$ cat src/rtl/token_run_packer.sv
// Measures runs of consecutive '1' tokens on a serial stream and queues {len, sat}
// records in a small FIFO drained over a valid/ready handshake.
module token_run_packer #(
  parameter int unsigned CNT_W = 8,
  parameter int unsigned DEPTH = 4
) (
  input  logic                     clk,
  input  logic                     rst,
  input  logic                     a,
  output logic                     out_valid,
  input  logic                     out_ready,
  output logic [CNT_W-1:0]         out_len,
  output logic                     out_sat,
  output logic [$clog2(DEPTH):0]   level,
  output logic                     drop
);

  localparam int unsigned PTR_W = $clog2(DEPTH);
  localparam int unsigned LVL_W = PTR_W + 1;
  localparam logic [CNT_W-1:0] CNT_MAX = '1;

  typedef struct packed {
    logic [CNT_W-1:0] len;
    logic             sat;
  } rec_t;

  logic [CNT_W-1:0] run_cnt, run_cnt_nxt;
  logic             run_sat, run_sat_nxt;
  rec_t             mem [DEPTH];
  logic [PTR_W-1:0] wr_ptr, wr_ptr_nxt;
  logic [PTR_W-1:0] rd_ptr, rd_ptr_nxt;
  logic [LVL_W-1:0] level_nxt, level_after_pop;
  rec_t             head_nxt, push_rec;
  logic             drop_nxt;
  logic             push_req, pop, push_ok, full;

  // Run counter: saturates at CNT_MAX and flags any further '1' tokens.
  always_comb begin
    run_cnt_nxt = run_cnt;
    run_sat_nxt = run_sat;
    push_req    = 1'b0;
    if (a) begin
      if (run_cnt == CNT_MAX) begin
        run_sat_nxt = 1'b1;
      end else begin
        run_cnt_nxt = run_cnt + CNT_W'(1);
      end
    end else if (run_cnt != '0) begin
      push_req    = 1'b1;
      run_cnt_nxt = '0;
      run_sat_nxt = 1'b0;
    end
  end

  // FIFO control: a same-cycle pop frees a slot for the push.
  always_comb begin
    push_rec.len    = run_cnt;
    push_rec.sat    = run_sat;
    pop             = out_valid && out_ready;
    full            = (level == LVL_W'(DEPTH));
    push_ok         = push_req && (!full || pop);
    drop_nxt        = drop || (push_req && !push_ok);
    level_after_pop = level - LVL_W'(pop);
    level_nxt       = level_after_pop + LVL_W'(push_ok);
    rd_ptr_nxt      = rd_ptr + PTR_W'(pop);
    wr_ptr_nxt      = wr_ptr + PTR_W'(push_ok);
    head_nxt        = '0;
    if (level_nxt != '0) begin
      // Entry being written now becomes head when nothing older remains.
      if (level_after_pop == '0) begin
        head_nxt = push_rec;
      end else begin
        head_nxt = mem[rd_ptr_nxt];
      end
    end
  end

  always_ff @(posedge clk or negedge rst) begin
    if (!rst) begin
      run_cnt   <= '0;
      run_sat   <= 1'b0;
      wr_ptr    <= '0;
      rd_ptr    <= '0;
      level     <= '0;
      drop      <= 1'b0;
      out_valid <= 1'b0;
      out_len   <= '0;
      out_sat   <= 1'b0;
    end else begin
      run_cnt   <= run_cnt_nxt;
      run_sat   <= run_sat_nxt;
      wr_ptr    <= wr_ptr_nxt;
      rd_ptr    <= rd_ptr_nxt;
      level     <= level_nxt;
      drop      <= drop_nxt;
      out_valid <= (level_nxt != '0);
      out_len   <= head_nxt.len;
      out_sat   <= head_nxt.sat;
    end
  end

  // Storage needs no reset: occupancy alone qualifies its contents.
  always_ff @(posedge clk) begin
    if (push_ok) begin
      mem[wr_ptr] <= push_rec;
    end
  end

endmodule

$ cat config.mk
export PLATFORM = sky130hd
export DESIGN_NAME = token_run_packer
export DESIGN_NICKNAME = d
export VERILOG_FILES = /design/src/rtl/token_run_packer.sv
export SDC_FILE = /design/constraint.sdc
export NUM_CORES = 1
export LEC_CHECK = 0
export ABC_CLOCK_PERIOD_IN_PS = 2550
export BUFFER_PORTS_ARGS = -buffer_cell sky130_fd_sc_hd__clkbuf_2
export CAP_MARGIN = 5
export CORE_UTILIZATION = 35
export CTS_BUF_LIST = sky130_fd_sc_hd__clkbuf_4 sky130_fd_sc_hd__clkbuf_8
export DETAILED_ROUTE_END_ITERATION = 8
export SYNTH_ARGS = -nofsm -noshare
export SYNTH_HDL_FRONTEND = slang
export SYNTH_SLANG_ARGS = --single-unit
$ cat constraint.sdc
create_clock -name clk -period 2.55 [get_ports clk]
set_input_delay 0.3825 -clock clk [delete_from_list [all_inputs] [get_ports clk]]
set_output_delay 0.3825 -clock clk [all_outputs]
set_load 0.05 [all_outputs]
# Word-level counts from Yosys, hierarchy flattened
# Memory sizes are Yosys's and may differ from the RTL's.
# Cells that the tools add are included.
[totals]
ram_bits = 36
memories = 1
elab_cells = 44
regBits = 27
output_inout_bits = 14
inputBits = 4
[mem_list]
columns = ["memory", "words", "word_bits", "rd", "rd_ports_with_merged_regs", "write_ports", "line", "rtl"]
rows = [
  ["mem", 4, 9, 1, 0, 1, "29", "rec_t mem [DEPTH];"],
]
[classes]
add_sub_neg = 5
n_eq_ne = 4
reduce_logical = 13
n_mux = 12
[ops]
columns = ["cell", "count"]
rows = [
  ["2-to-1 mux 8 bit", 3],
  ["2-to-1 mux 9 bit", 2],
  ["adder 8 x 1 -> 8 bit (second input constant)", 1],
  ["== test 8 bit (second input constant)", 1],
  ["nonzero test 8 bit", 1],
  ["2-to-1 mux 1 bit", 7],
  ["adder 2 x 1 -> 2 bit", 2],
  ["AND reduction 2 bit", 2],
  ["adder 3 x 1 -> 3 bit", 1],
  ["== test 3 bit (second input constant)", 1],
  ["logical AND 1 bit", 3],
  ["zero test 3 bit", 1],
  ["nonzero test 3 bit", 1],
  ["subtractor 3 x 1 -> 3 bit", 1],
  ["zero test 1 bit", 2],
  ["logical OR 1 bit", 2],
  ["inequality test 2 x 1 -> 1 bit (second input constant)", 1],
  ["inequality test 2 bit (second input constant)", 1],
  ["nonzero test 2 bit", 1],
]

# Logic depth before layout (Yosys ltp)
# Gate-level depths: netlist (run 1).
[logic_depth]
ltp_word = 7
ltp_mapped = 10
mapped_depth_nobuf = 10

# Worst setup path after synthesis (run 1)
# OpenSTA, ideal clock, no wires.
[synth_timing]
path_type = "register to register"
startpoint = "register out_valid"
endpoint = "register out_len[0]"
stages_incl_launch_ff = 9
required_time_ns = 2.429
path_buffers = 0
setup_ns = 0.121
slack_ns = -0.063
arrival_ns = 2.492
period_less_slack_ns = 2.613
cell_sequence = "dfrtp_1 and2_1 nor4b_2 nor2_1 ha_1 ha_1 nor3_1 nor4b_4 a22o_1"
[synth_rtl]
columns = ["item", "line", "rtl"]
rows = [
  ["start: declaration", "10", "output logic out_valid,"],
  ["start signal: assignment", "96", "out_valid <= (level_nxt != '0);"],
  ["end signal: assignment", "97", "out_len <= head_nxt.len;"],
  ["end: declaration", "12", "output logic [CNT_W-1:0] out_len,"],
]

==> impl_results.md, run 1 <==
- Number of core rows: 31
- Power per cell area: 1320 nW/um2
- Critical R2R Capture: out_len[6]$_DFF_PN0_
- Path type of the worst min-delay path: input pin to asynchronous set/reset pin
- Maximum ir drop on the vdd rail: 0.380 mV
- Maximum number of pins on one net before global-route repair: 28
- Clock network latency to the later pin of the worst-skew pair: 330 ps
- Total number of clock tree sinks: 63
- Largest buffer count on any clock path: 2
- Final weighted congestion of routability-driven global placement: 0.740
- Result of the run: completed
- Power Total: 4.25 mW
- Setup WS post-layout: 220 ps
- Data required time at the worst endpoint: 2770 ps
- Worst-path fanout max: 9
- Vertical die dimension: 88.6 um
- Drt drc: 0
- Data arrival time of the critical path: 2550 ps
- Setup repair after global routing missed its margin: no
- Number of global-route vias before repair: 1,514
- Crit path cell chain: inv_1 > ha_1 > nor4b_4 > a21o_1 > nor2_1 > ha_1 > ha_1 > nor2_1 > a32oi_4 > a22o_1
- Hold violation total from the final report: 0
- DR WL/cell: 16.0 um
- Achievable frequency: 429 MHz
- ANT cells: 0
- Quantity of I/O buffers inserted on ports: 17
- CP peak stage delay: 380 ps
- Total leakage power: 1.30 nW
- TritonCTS buffer count: 9
- HPWL reported at the end of detailed placement: 3350 um
- Number of post-CTS setup repair buffers: 0
- # hold bufs at CTS: 0
- Maximum capacitance violations: 0
- Yosys top cell area share: 0.412
- Layout Skew: 8.43 ps
- Die ar.: 7850 um2
- Clock slew seen by the registers of the worst setup and hold paths: 60 ps
- Flop and latch count out of synthesis: 63
- Comb power frac: 0.447
- R2r worst-path depth: 10
- Reg2reg setup slack: 220 ps
- Fillers: 673
- Pre-CTS setup slack: 71.2 ps
- Initial drt markers: 62
- Cell with the largest stage delay on the worst path: sky130_fd_sc_hd__dfrtp_1
- Number of nets in the finished design: 218
- Number of antenna violations at the first check in global routing: 0
- Combined global-route utilization of all metal layers: 0.142
- Crit path kind: register to register
- Final min period: 2330 ps
- Initial Util: 0.362
- Io pins: 18
- Switching share of power: 0.373
- Wire length of the first global-routing pass: 7770 um
- # resized after CTS: 0
- Distinct cell type count after synthesis: 36
- # setup viols final: 0
- Portion of the post-synthesis area used by sequential elements: 0.670
- Synth warn: 0
- Share of final-layout standard cells stronger than drive strength 1: 0.341
- Total via count after detailed routing: 1,518
- Switching Power: 1.59 mW
- Relative contribution of sequential cells to total power: 0.352
- Growth of design area from synthesis to finish: 22.5%
- Dominant cells by area after synthesis: sky130_fd_sc_hd__edfxtp_1 41%, sky130_fd_sc_hd__dfrtp_1 26%, sky130_fd_sc_hd__mux4_2 7.7%, sky130_fd_sc_hd__ha_1 3.8%, sky130_fd_sc_hd__a22o_1 3.0%
- TritonCTS clock tree: yes
- Total count of max-transition violations in the final report: 0
- Post-synthesis instance area: 2620 um2
- Number of detailed-routing iterations run before antenna repair: 4
- Period utilization: 0.914
- Part of the power in the clock network: 0.201
- Global route overflow: 0
- Mean number of vias per cell: 4.90
- Max_slew headroom: 0.511
- Mean cell area of the mapped netlist: 16.4 um2
- Clk root buf: sky130_fd_sc_hd__clkbuf_8
- Core Box Area: 7250 um2
- Most frequent CP cell: sky130_fd_sc_hd__ha_1
- P_int: 2.67 mW
- Post-Syn Nets: 172
- Startpoint of the worst-slack reg-to-reg timing path: run_cnt[0]$_DFFE_PN0P_
- Number of H-tree levels: 3
- Worst slew pin tran: 733 ps
- Critical Path Source Type: register
- Post-detailed-route count of antenna-violating nets: 0
- Drt total wl: 4950 um
- Post-synth top area cell: sky130_fd_sc_hd__edfxtp_1
- Syn Inst Count: 160
- Die outline width: 88.6 um
- TNS Setup: 0 ps
- Endpoint kind of the worst setup timing path: register
==> sequential cells by signal, summed over array words and instances, names as in the netlist <==
name	flops
run_cnt	8
out_valid	1
rd_ptr	2
level	3
run_sat	1
mem	36
out_sat	1
wr_ptr	2
drop	1
out_len	8
==> placed cells by master (no fill, tap or decap), drive strengths merged, types with 2 or more instances in the layout <==
cell type | synthesis | final
o21ai | 2 | 2
buf | 1 | 22
nand2 | 6 | 6
nor4 | 2 | 2
and4 | 2 | 2
inv | 8 | 8
nor4b | 5 | 5
clkinv | 1 | 4
xor2 | 4 | 4
a22o | 9 | 9
clkbuf | 3 | 29
nor2 | 2 | 2
ha | 8 | 8
dfrtp | 27 | 27
edfxtp | 36 | 36
nor3 | 5 | 5
o211ai | 2 | 2
a31oi | 2 | 2
nand3 | 4 | 4
a21oi | 7 | 7
a21o | 2 | 2
xnor2 | 2 | 2
mux4 | 9 | 9
nand4 | 3 | 3
==> kinds of logic after synthesis <==
family | share of synthesized area
AOI/OAI and AO/OA | 0.0801
xor gates and xnor gates | 0.0315
adders and majority gates | 0.0382
buffers and inverters | 0.0195
DFF | 0.670
muxes | 0.0773
and+or+nand+nor | 0.0839
==> worst max-delay path, delay by kind of cell (launching register included) <==
| family | cells | cell delay, ps |
|---|---|---|
| AO/OA/AOI/OAI | 3 | 580 |
| AND/OR/NAND/NOR | 3 | 520 |
| flip-flops | 1 | 380 |
| buffers and inverters | 1 | 70 |
| adder cells (fa/ha/maj) | 3 | 680 |
==> per-stage QoR <==
step           cell area (um2)  instances  hold slack, ps  utilization
2_1_floorplan             2640        160            86.9            -
3_3_place_gp              3010        294             453        0.415
6_report                  3210        310             104        0.443
5_1_grt                   3210        310             155        0.443
3_5_place_dp              3010        294             451        0.415
4_1_cts                   3210        310             126        0.442
==> per-layer routing <==
metal,up-vias,track usage,share of wire
met5,-,0,0
met4,0,0.0836,0.022
met3,11,0.0448,0.046
met2,34,0.217,0.48
met1,753,0.177,0.45
li1,720,-,-
==> power by group through the flow <==
stage	clock [mW]	combinational [mW]	sequential, mW
after floorplan	0	0.993	1.90
after detailed placement	0	1.91	1.52
after global routing	0.915	2.07	1.53
final	0.855	1.90	1.50
after CTS	0.875	1.92	1.50
after global placement	0	1.89	1.52
==> synth_stat cells (all sizes together) <==
| cell type | number |
|---|---|
| a21o | 2 |
| o211ai | 2 |
| a31oi | 2 |
| a22o | 9 |
| o21ai | 2 |
| a32oi | 1 |
| a311oi | 1 |
| nor4b | 5 |
| xnor2 | 2 |
| and2 | 1 |
| dfrtp | 27 |
| nand4 | 3 |
| o31ai | 1 |
| nand3 | 4 |
| edfxtp | 36 |
| mux4 | 9 |
| a21oi | 7 |
| ha | 8 |
| xnor3 | 1 |
| nor4 | 2 |
| and4 | 2 |
| clkbuf | 3 |
| nand2 | 6 |
| buf | 1 |
| nor2 | 2 |
| xor2 | 4 |
| nor3 | 5 |
| and3 | 1 |
| clkinv | 1 |
| inv | 8 |
| or3 | 1 |
| nor2b | 1 |
==> cell type report <==
type	count	area (um2)	area share
clock inverter	4	45.0	0.0140
inverter	9	33.8	0.0105
timing repair buffer	39	250	0.0779
sequential	63	1760	0.547
tap	99	124	0.0386
clock buffer	12	153	0.0475
multi-input combinational	84	851	0.265
==> worst max-delay path by stage <==
stage                                      end  slack (ps)  cells past startpoint              startpoint
after floorplan            mem[2][0]$_DFFE_PP_          10                      5  run_cnt[0]$_DFFE_PN0P_
after global placement    out_len[3]$_DFF_PN0_          90                     10               out_ready
after detailed placement  out_len[5]$_DFF_PN0_          70                     10               out_ready
after CTS                 out_len[5]$_DFF_PN0_          80                     11  run_cnt[0]$_DFFE_PN0P_
after global routing      out_len[1]$_DFF_PN0_          40                     10  run_cnt[0]$_DFFE_PN0P_
final                     out_len[6]$_DFF_PN0_         220                     10  run_cnt[0]$_DFFE_PN0P_
(Power assumes the default switching activity.)
==> inputs of run 2 (changes only) <==
--- a/config.mk
+++ b/config.mk
@@ -8,9 +8,10 @@
 export ABC_CLOCK_PERIOD_IN_PS = 2550
 export BUFFER_PORTS_ARGS = -buffer_cell sky130_fd_sc_hd__clkbuf_2
 export CAP_MARGIN = 5
-export CORE_UTILIZATION = 35
+export CORE_UTILIZATION = 56
 export CTS_BUF_LIST = sky130_fd_sc_hd__clkbuf_4 sky130_fd_sc_hd__clkbuf_8
 export DETAILED_ROUTE_END_ITERATION = 8
+export PLACE_DENSITY = 0.78
 export SYNTH_ARGS = -nofsm -noshare
 export SYNTH_HDL_FRONTEND = slang
 export SYNTH_SLANG_ARGS = --single-unit
==> run 2 against run 1 <==
Via count grew 3.6%. Cell area shrank 1.2%. Combinational power grew 5%. Clock power increased by 3.9%. Critical path type unchanged. Largest cell class unchanged.
==> impl_results.md, run 2 (synthesis gave the netlist of run 1 again) <==
- Endpoint kind of the worst setup timing path: register
- Combined global-route utilization of all metal layers: 0.232
- Drt drc: 0
- Core Box Area: 4410 um2
- Wire length of the first global-routing pass: 8270 um
- Share of final-layout standard cells stronger than drive strength 1: 0.354
- Maximum capacitance violations: 0
- Die outline width: 70.5 um
- Setup repair after global routing missed its margin: no
- Max_slew headroom: 0.539
- Reg2reg setup slack: 110 ps
- Worst-path fanout max: 9
- R2r worst-path depth: 11
- Hold violation total from the final report: 0
- Largest registers: mem: 36 flops, out_len: 8 flops, run_cnt: 8 flops
- Critical R2R Capture: out_len[2]$_DFF_PN0_
- Quantity of I/O buffers inserted on ports: 17
- Worst slew pin tran: 692 ps
- Number of core rows: 24
- Commonest cells after routing, fill and taps aside: 36 x sky130_fd_sc_hd__edfxtp_1, 27 x sky130_fd_sc_hd__dfrtp_1, 19 x sky130_fd_sc_hd__buf_4, 17 x sky130_fd_sc_hd__clkbuf_2, 12 x sky130_fd_sc_hd__clkbuf_8
- Period utilization: 0.955
- Crit path kind: register to register
- Clk root buf: sky130_fd_sc_hd__clkbuf_8
- Power per cell area: 1390 nW/um2
- Clock network latency to the later pin of the worst-skew pair: 330 ps
- Final min period: 2440 ps
- Startpoint of the worst-slack reg-to-reg timing path: run_cnt[0]$_DFFE_PN0P_
- Number of cells in the design after placement: 243
- Number of H-tree levels: 3
- Io pins: 18
- Maximum number of pins on one net before global-route repair: 28
- Leading cell type in the layout, fill and taps excluded: sky130_fd_sc_hd__edfxtp_1
- Pre-CTS setup slack: -44.3 ps
- Data required time at the worst endpoint: 2760 ps
- Number of antenna violations at the first check in global routing: 0
- Initial Util: 0.594
- TritonCTS clock tree: yes
- Final weighted congestion of routability-driven global placement: 0.804
- DR WL/cell: 19.4 um
- ANT cells: 0
- Setup WS post-layout: 115 ps
- Number of global-route vias before repair: 1,607
- Achievable frequency: 411 MHz
- Data arrival time of the critical path: 2650 ps
- # setup viols final: 0
- Result of the run: completed
- Number of standard cells in the final layout excluding fillers: 261
- Crit path from: run_cnt[0]$_DFFE_PN0P_
- Flip-flop count of the largest register, all copies and words added: 36
- HPWL reported at the end of detailed placement: 3530 um
- Global route overflow: 0
- Worst setup path endpoint: out_len[2]$_DFF_PN0_
- Post-detailed-route count of antenna-violating nets: 0
- TritonCTS buffer count: 9
- Growth of design area from synthesis to finish: 21.0%
- Drt total wl: 5060 um
- Number of detailed-routing iterations run before antenna repair: 4
- Total via count after detailed routing: 1,573
- Path type of the worst min-delay path: input pin to asynchronous set/reset pin
- Number of nets in the finished design: 216
- Total leakage power: 1.28 nW
- Largest register by flop count: mem
- Die ar.: 4960 um2
- Largest buffer count on any clock path: 2
- Clock slew seen by the registers of the worst setup and hold paths: 70 ps
- Critical Path Source Type: register
- Vertical die dimension: 70.5 um
- Maximum ir drop on the vdd rail: 0.581 mV
- Initial drt markers: 124
- Total number of clock tree sinks: 63
- Total count of max-transition violations in the final report: 0
- # hold bufs at CTS: 0
- Mean number of vias per cell: 6.03
- Layout Skew: 8.62 ps
-- run 2: power breakdown --
part	total, mW	internal, mW	switching, mW
clock	0.888	0.539	0.349
combinational	2.00	0.807	1.20
sequential	1.51	1.38	0.136
-- run 2: per-layer routing --
metal  routed length [um]  share of wire  up-vias  GRT usage
met5                    0              0        -          0
met4                   32         0.0063        0     0.0778
met3                  284          0.056        4     0.0678
met2                 2670           0.53       59      0.378
met1                 2070           0.41      794      0.298
li1                     -              -      716          -
-- run 2: critical path, cell delays in order, from the launching register on --
cell and delay, ps:
sky130_fd_sc_hd__dfrtp_1 390, sky130_fd_sc_hd__inv_1 80, sky130_fd_sc_hd__ha_1 150, sky130_fd_sc_hd__nor4b_4 220, sky130_fd_sc_hd__a21o_1 200, sky130_fd_sc_hd__nor2_2 70
sky130_fd_sc_hd__ha_1 250, sky130_fd_sc_hd__ha_4 250, sky130_fd_sc_hd__nor3_2 230, sky130_fd_sc_hd__nor4b_4 70, sky130_fd_sc_hd__buf_4 170, sky130_fd_sc_hd__a22o_1 240
-- run 2: worst min-delay path by stage --
stage,startpoint,endpoint
after floorplan,rst,drop$_DFF_PN0_
after global placement,rst,out_len[2]$_DFF_PN0_
after detailed placement,rst,out_len[5]$_DFF_PN0_
after CTS,rst,out_len[5]$_DFF_PN0_
after global routing,rst,out_len[5]$_DFF_PN0_
final,rst,out_len[3]$_DFF_PN0_
-- run 2: repair_timing --
item                                    CTS  global route
buffers inserted                          0             1
gates resized for setup                   3             4
pin swaps                                 2             1
cloned                                    1             0
endpoints found under the setup margin    9             9
-- run 2: per-stage QoR --
stage	hold WS [ps]	power, mW	util	area (um2)	TNS (ps)
5_1_grt	148	4.60	0.719	3170	0
3_3_place_gp	434	3.28	0.659	2910	0
2_1_floorplan	86.9	2.89	-	2640	0
3_5_place_dp	450	3.38	0.659	2910	-286
6_report	84.5	4.41	0.719	3170	0
4_1_cts	94.1	4.37	0.713	3150	0
-- run 2: layout make-up --
cell class,count,area (um2)
Sequential cell,63,1760
Clock buffer,13,173
Timing Repair Buffer,36,228
Fill cell,279,1240
Tap cell,52,65.1
Inverter,9,33.8
Multi-Input combinational cell,85,878
Clock inverter,3,40.0
==> inputs of run 3 (changes only) <==
--- a/config.mk
+++ b/config.mk
@@ -6,11 +6,11 @@
 export NUM_CORES = 1
 export LEC_CHECK = 0
 export ABC_CLOCK_PERIOD_IN_PS = 2550
-export BUFFER_PORTS_ARGS = -buffer_cell sky130_fd_sc_hd__clkbuf_2
 export CAP_MARGIN = 5
-export CORE_UTILIZATION = 56
+export CORE_UTILIZATION = 59
 export CTS_BUF_LIST = sky130_fd_sc_hd__clkbuf_4 sky130_fd_sc_hd__clkbuf_8
 export DETAILED_ROUTE_END_ITERATION = 8
+export DONT_BUFFER_PORTS = 1
 export PLACE_DENSITY = 0.78
 export SYNTH_ARGS = -nofsm -noshare
 export SYNTH_HDL_FRONTEND = slang
==> run 3 against run 2 <==
Maximum frequency decreased by 1.1%. Largest cell class unchanged. Count of clock-buffer cells in the layout stayed put. Combinational power shrank 11%.
==> impl_results.md, run 3 (synthesis gave the netlist of run 1 again) <==
- Clk root buf: sky130_fd_sc_hd__clkbuf_8
- Achievable frequency: 406 MHz
- Crit path kind: register to register
- Largest register by flop count: mem
- Data arrival time of the critical path: 2720 ps
- Maximum capacitance violations: 0
- Relative contribution of sequential cells to total power: 0.417
- Storage cell area: 1760 um2
- Growth of design area from synthesis to finish: 18.5%
- Part of the power in the clock network: 0.169
- Commonest cells after routing, fill and taps aside: 36 x sky130_fd_sc_hd__edfxtp_1, 27 x sky130_fd_sc_hd__dfrtp_1, 24 x sky130_fd_sc_hd__buf_4
- Number of cells in the design after placement: 229
- Number of H-tree levels: 3
- Initial Util: 0.633
- Vertical die dimension: 68.7 um
- Share of final-layout standard cells stronger than drive strength 1: 0.298
- Quantity of I/O buffers inserted on ports: 0
- Drt total wl: 5180 um
- Area of combinational cells with multiple inputs: 863 um2
- Largest registers: mem: 36 flops, out_len: 8 flops, run_cnt: 8 flops
- Maximum ir drop on the vdd rail: 0.644 mV
- Number of antenna violations at the first check in global routing: 0
- Mean number of vias per cell: 6.22
- TNS Setup: 0 ps
- Die outline width: 68.7 um
- Comb power frac: 0.414
- TritonCTS clock tree: yes
- Drt drc: 0
- Io pins: 18
- Total count of max-transition violations in the final report: 0
- Largest buffer count on any clock path: 2
- DR WL/cell: 20.9 um
- Global route overflow: 0
- Result of the run: completed
- Setup repair after global routing missed its margin: no
- Number of core rows: 23
- Clock network latency to the later pin of the worst-skew pair: 330 ps
- Max_slew headroom: 0.682
- Number of global-route vias before repair: 1,601
- Min-Delay Path Depth: 2
- Fillers: 257
- Placed cell areas: 2860 um2
- Critical Path Source Type: register
- Maximum number of pins on one net before global-route repair: 28
- Combined global-route utilization of all metal layers: 0.258
- R2r worst-path depth: 11
- HPWL reported at the end of detailed placement: 3450 um
- Endpoint kind of the worst setup timing path: register
- Final min period: 2460 ps
- Number of detailed-routing iterations run before antenna repair: 4
- Core Box Area: 4140 um2
- Worst-path fanout max: 9
- Post-detailed-route count of antenna-violating nets: 0
- Number of standard cells in the final layout excluding fillers: 248
- Number of nets in the finished design: 206
- Total number of clock tree sinks: 63
- Path type of the worst min-delay path: input pin to register
- Data required time at the worst endpoint: 2810 ps
- P_int: 2.63 mW
- Layout Skew: 8.28 ps
- Final weighted congestion of routability-driven global placement: 0.844
- Total via count after detailed routing: 1,542
- Clock slew seen by the registers of the worst setup and hold paths: 70 ps
- Flip-flop count of the largest register, all copies and words added: 36
- # setup viols final: 0
- Worst slew pin tran: 478 ps
- Final Instance Area: 3110 um2
- Switching share of power: 0.386
- Initial drt markers: 162
- ANT cells: 0
- Die ar.: 4720 um2
- Hold violation total from the final report: 0
- TritonCTS buffer count: 9
- Wire length of the first global-routing pass: 8090 um
- Total leakage power: 1.24 nW
- Switching Power: 1.65 mW
- Period utilization: 0.966
- Power per cell area: 1380 nW/um2
- Leading cell type in the layout, fill and taps excluded: sky130_fd_sc_hd__edfxtp_1
run 3: path summary, 6_finish.rpt:
check | start | end | slack, ps
min reg2reg | wr_ptr[1]$_DFF_PN0_ | wr_ptr[1]$_DFF_PN0_ | 550
min in group asynchronous | rst | level[1]$_DFF_PN0_ | 510
min | a | run_cnt[1]$_DFFE_PN0P_ | 210
max in group asynchronous | rst | run_cnt[6]$_DFFE_PN0P_ | 1880
max | run_cnt[0]$_DFFE_PN0P_ | out_len[6]$_DFF_PN0_ | 90
max reg2reg | run_cnt[0]$_DFFE_PN0P_ | out_len[6]$_DFF_PN0_ | 90
run 3: critical path: stages (launching register included):
cell,delay (ps)
sky130_fd_sc_hd__dfrtp_1,350
sky130_fd_sc_hd__inv_1,60
sky130_fd_sc_hd__ha_1,210
sky130_fd_sc_hd__nor4b_4,140
sky130_fd_sc_hd__a21o_1,180
sky130_fd_sc_hd__nor2_1,190
sky130_fd_sc_hd__ha_2,240
sky130_fd_sc_hd__ha_4,160
sky130_fd_sc_hd__xnor3_2,300
sky130_fd_sc_hd__a32oi_4,240
sky130_fd_sc_hd__buf_12,160
sky130_fd_sc_hd__a22o_1,160
run 3: per-stage QoR:
stage | setup slack [ps] | utilization | hold WS (ps) | power, mW
finish | 87.9 | 0.750 | 210 | 4.28
CTS | 69.8 | 0.748 | 201 | 4.26
detailed placement | -74.7 | 0.690 | 87.6 | 3.36
floorplan | 10.9 | - | 86.9 | 2.89
global placement | 71.1 | 0.690 | 87.5 | 3.24
global route | 0.891 | 0.750 | 217 | 4.48
run 3: routing by layer:
metal / track usage / up-vias / part of all wire
met4: 0.148 / 0 / 0.016
met2: 0.426 / 62 / 0.55
met5: 0 / - / 0
li1: - / 694 / -
met3: 0.0559 / 8 / 0.059
met1: 0.313 / 778 / 0.38
run 3: area by class of cell:
class / instances / share of cell area
Clock buffer: 13 / 0.0495
Clock inverter: 2 / 0.00282
Inverter: 9 / 0.0109
Multi-Input combinational cell: 84 / 0.278
Sequential cell: 63 / 0.565
Tap cell: 50 / 0.0201
Timing Repair Buffer: 27 / 0.0740
run 3: what timing repair did:
item	in CTS	in global routing
setup buffers	1	1
setup endpoints to repair	9	9
gates resized for setup	4	2
hold buffers	2	0
hold endpoints to repair	27	0
pin swaps	1	1
run 3: power by group through the flow:
stage | logic [mW] | clock network (mW) | registers, mW
after CTS | 1.74 | 0.734 | 1.79
after global routing | 1.89 | 0.776 | 1.82
after detailed placement | 1.55 | 0 | 1.81
final | 1.77 | 0.722 | 1.79
after global placement | 1.45 | 0 | 1.78
after floorplan | 0.993 | 0 | 1.90
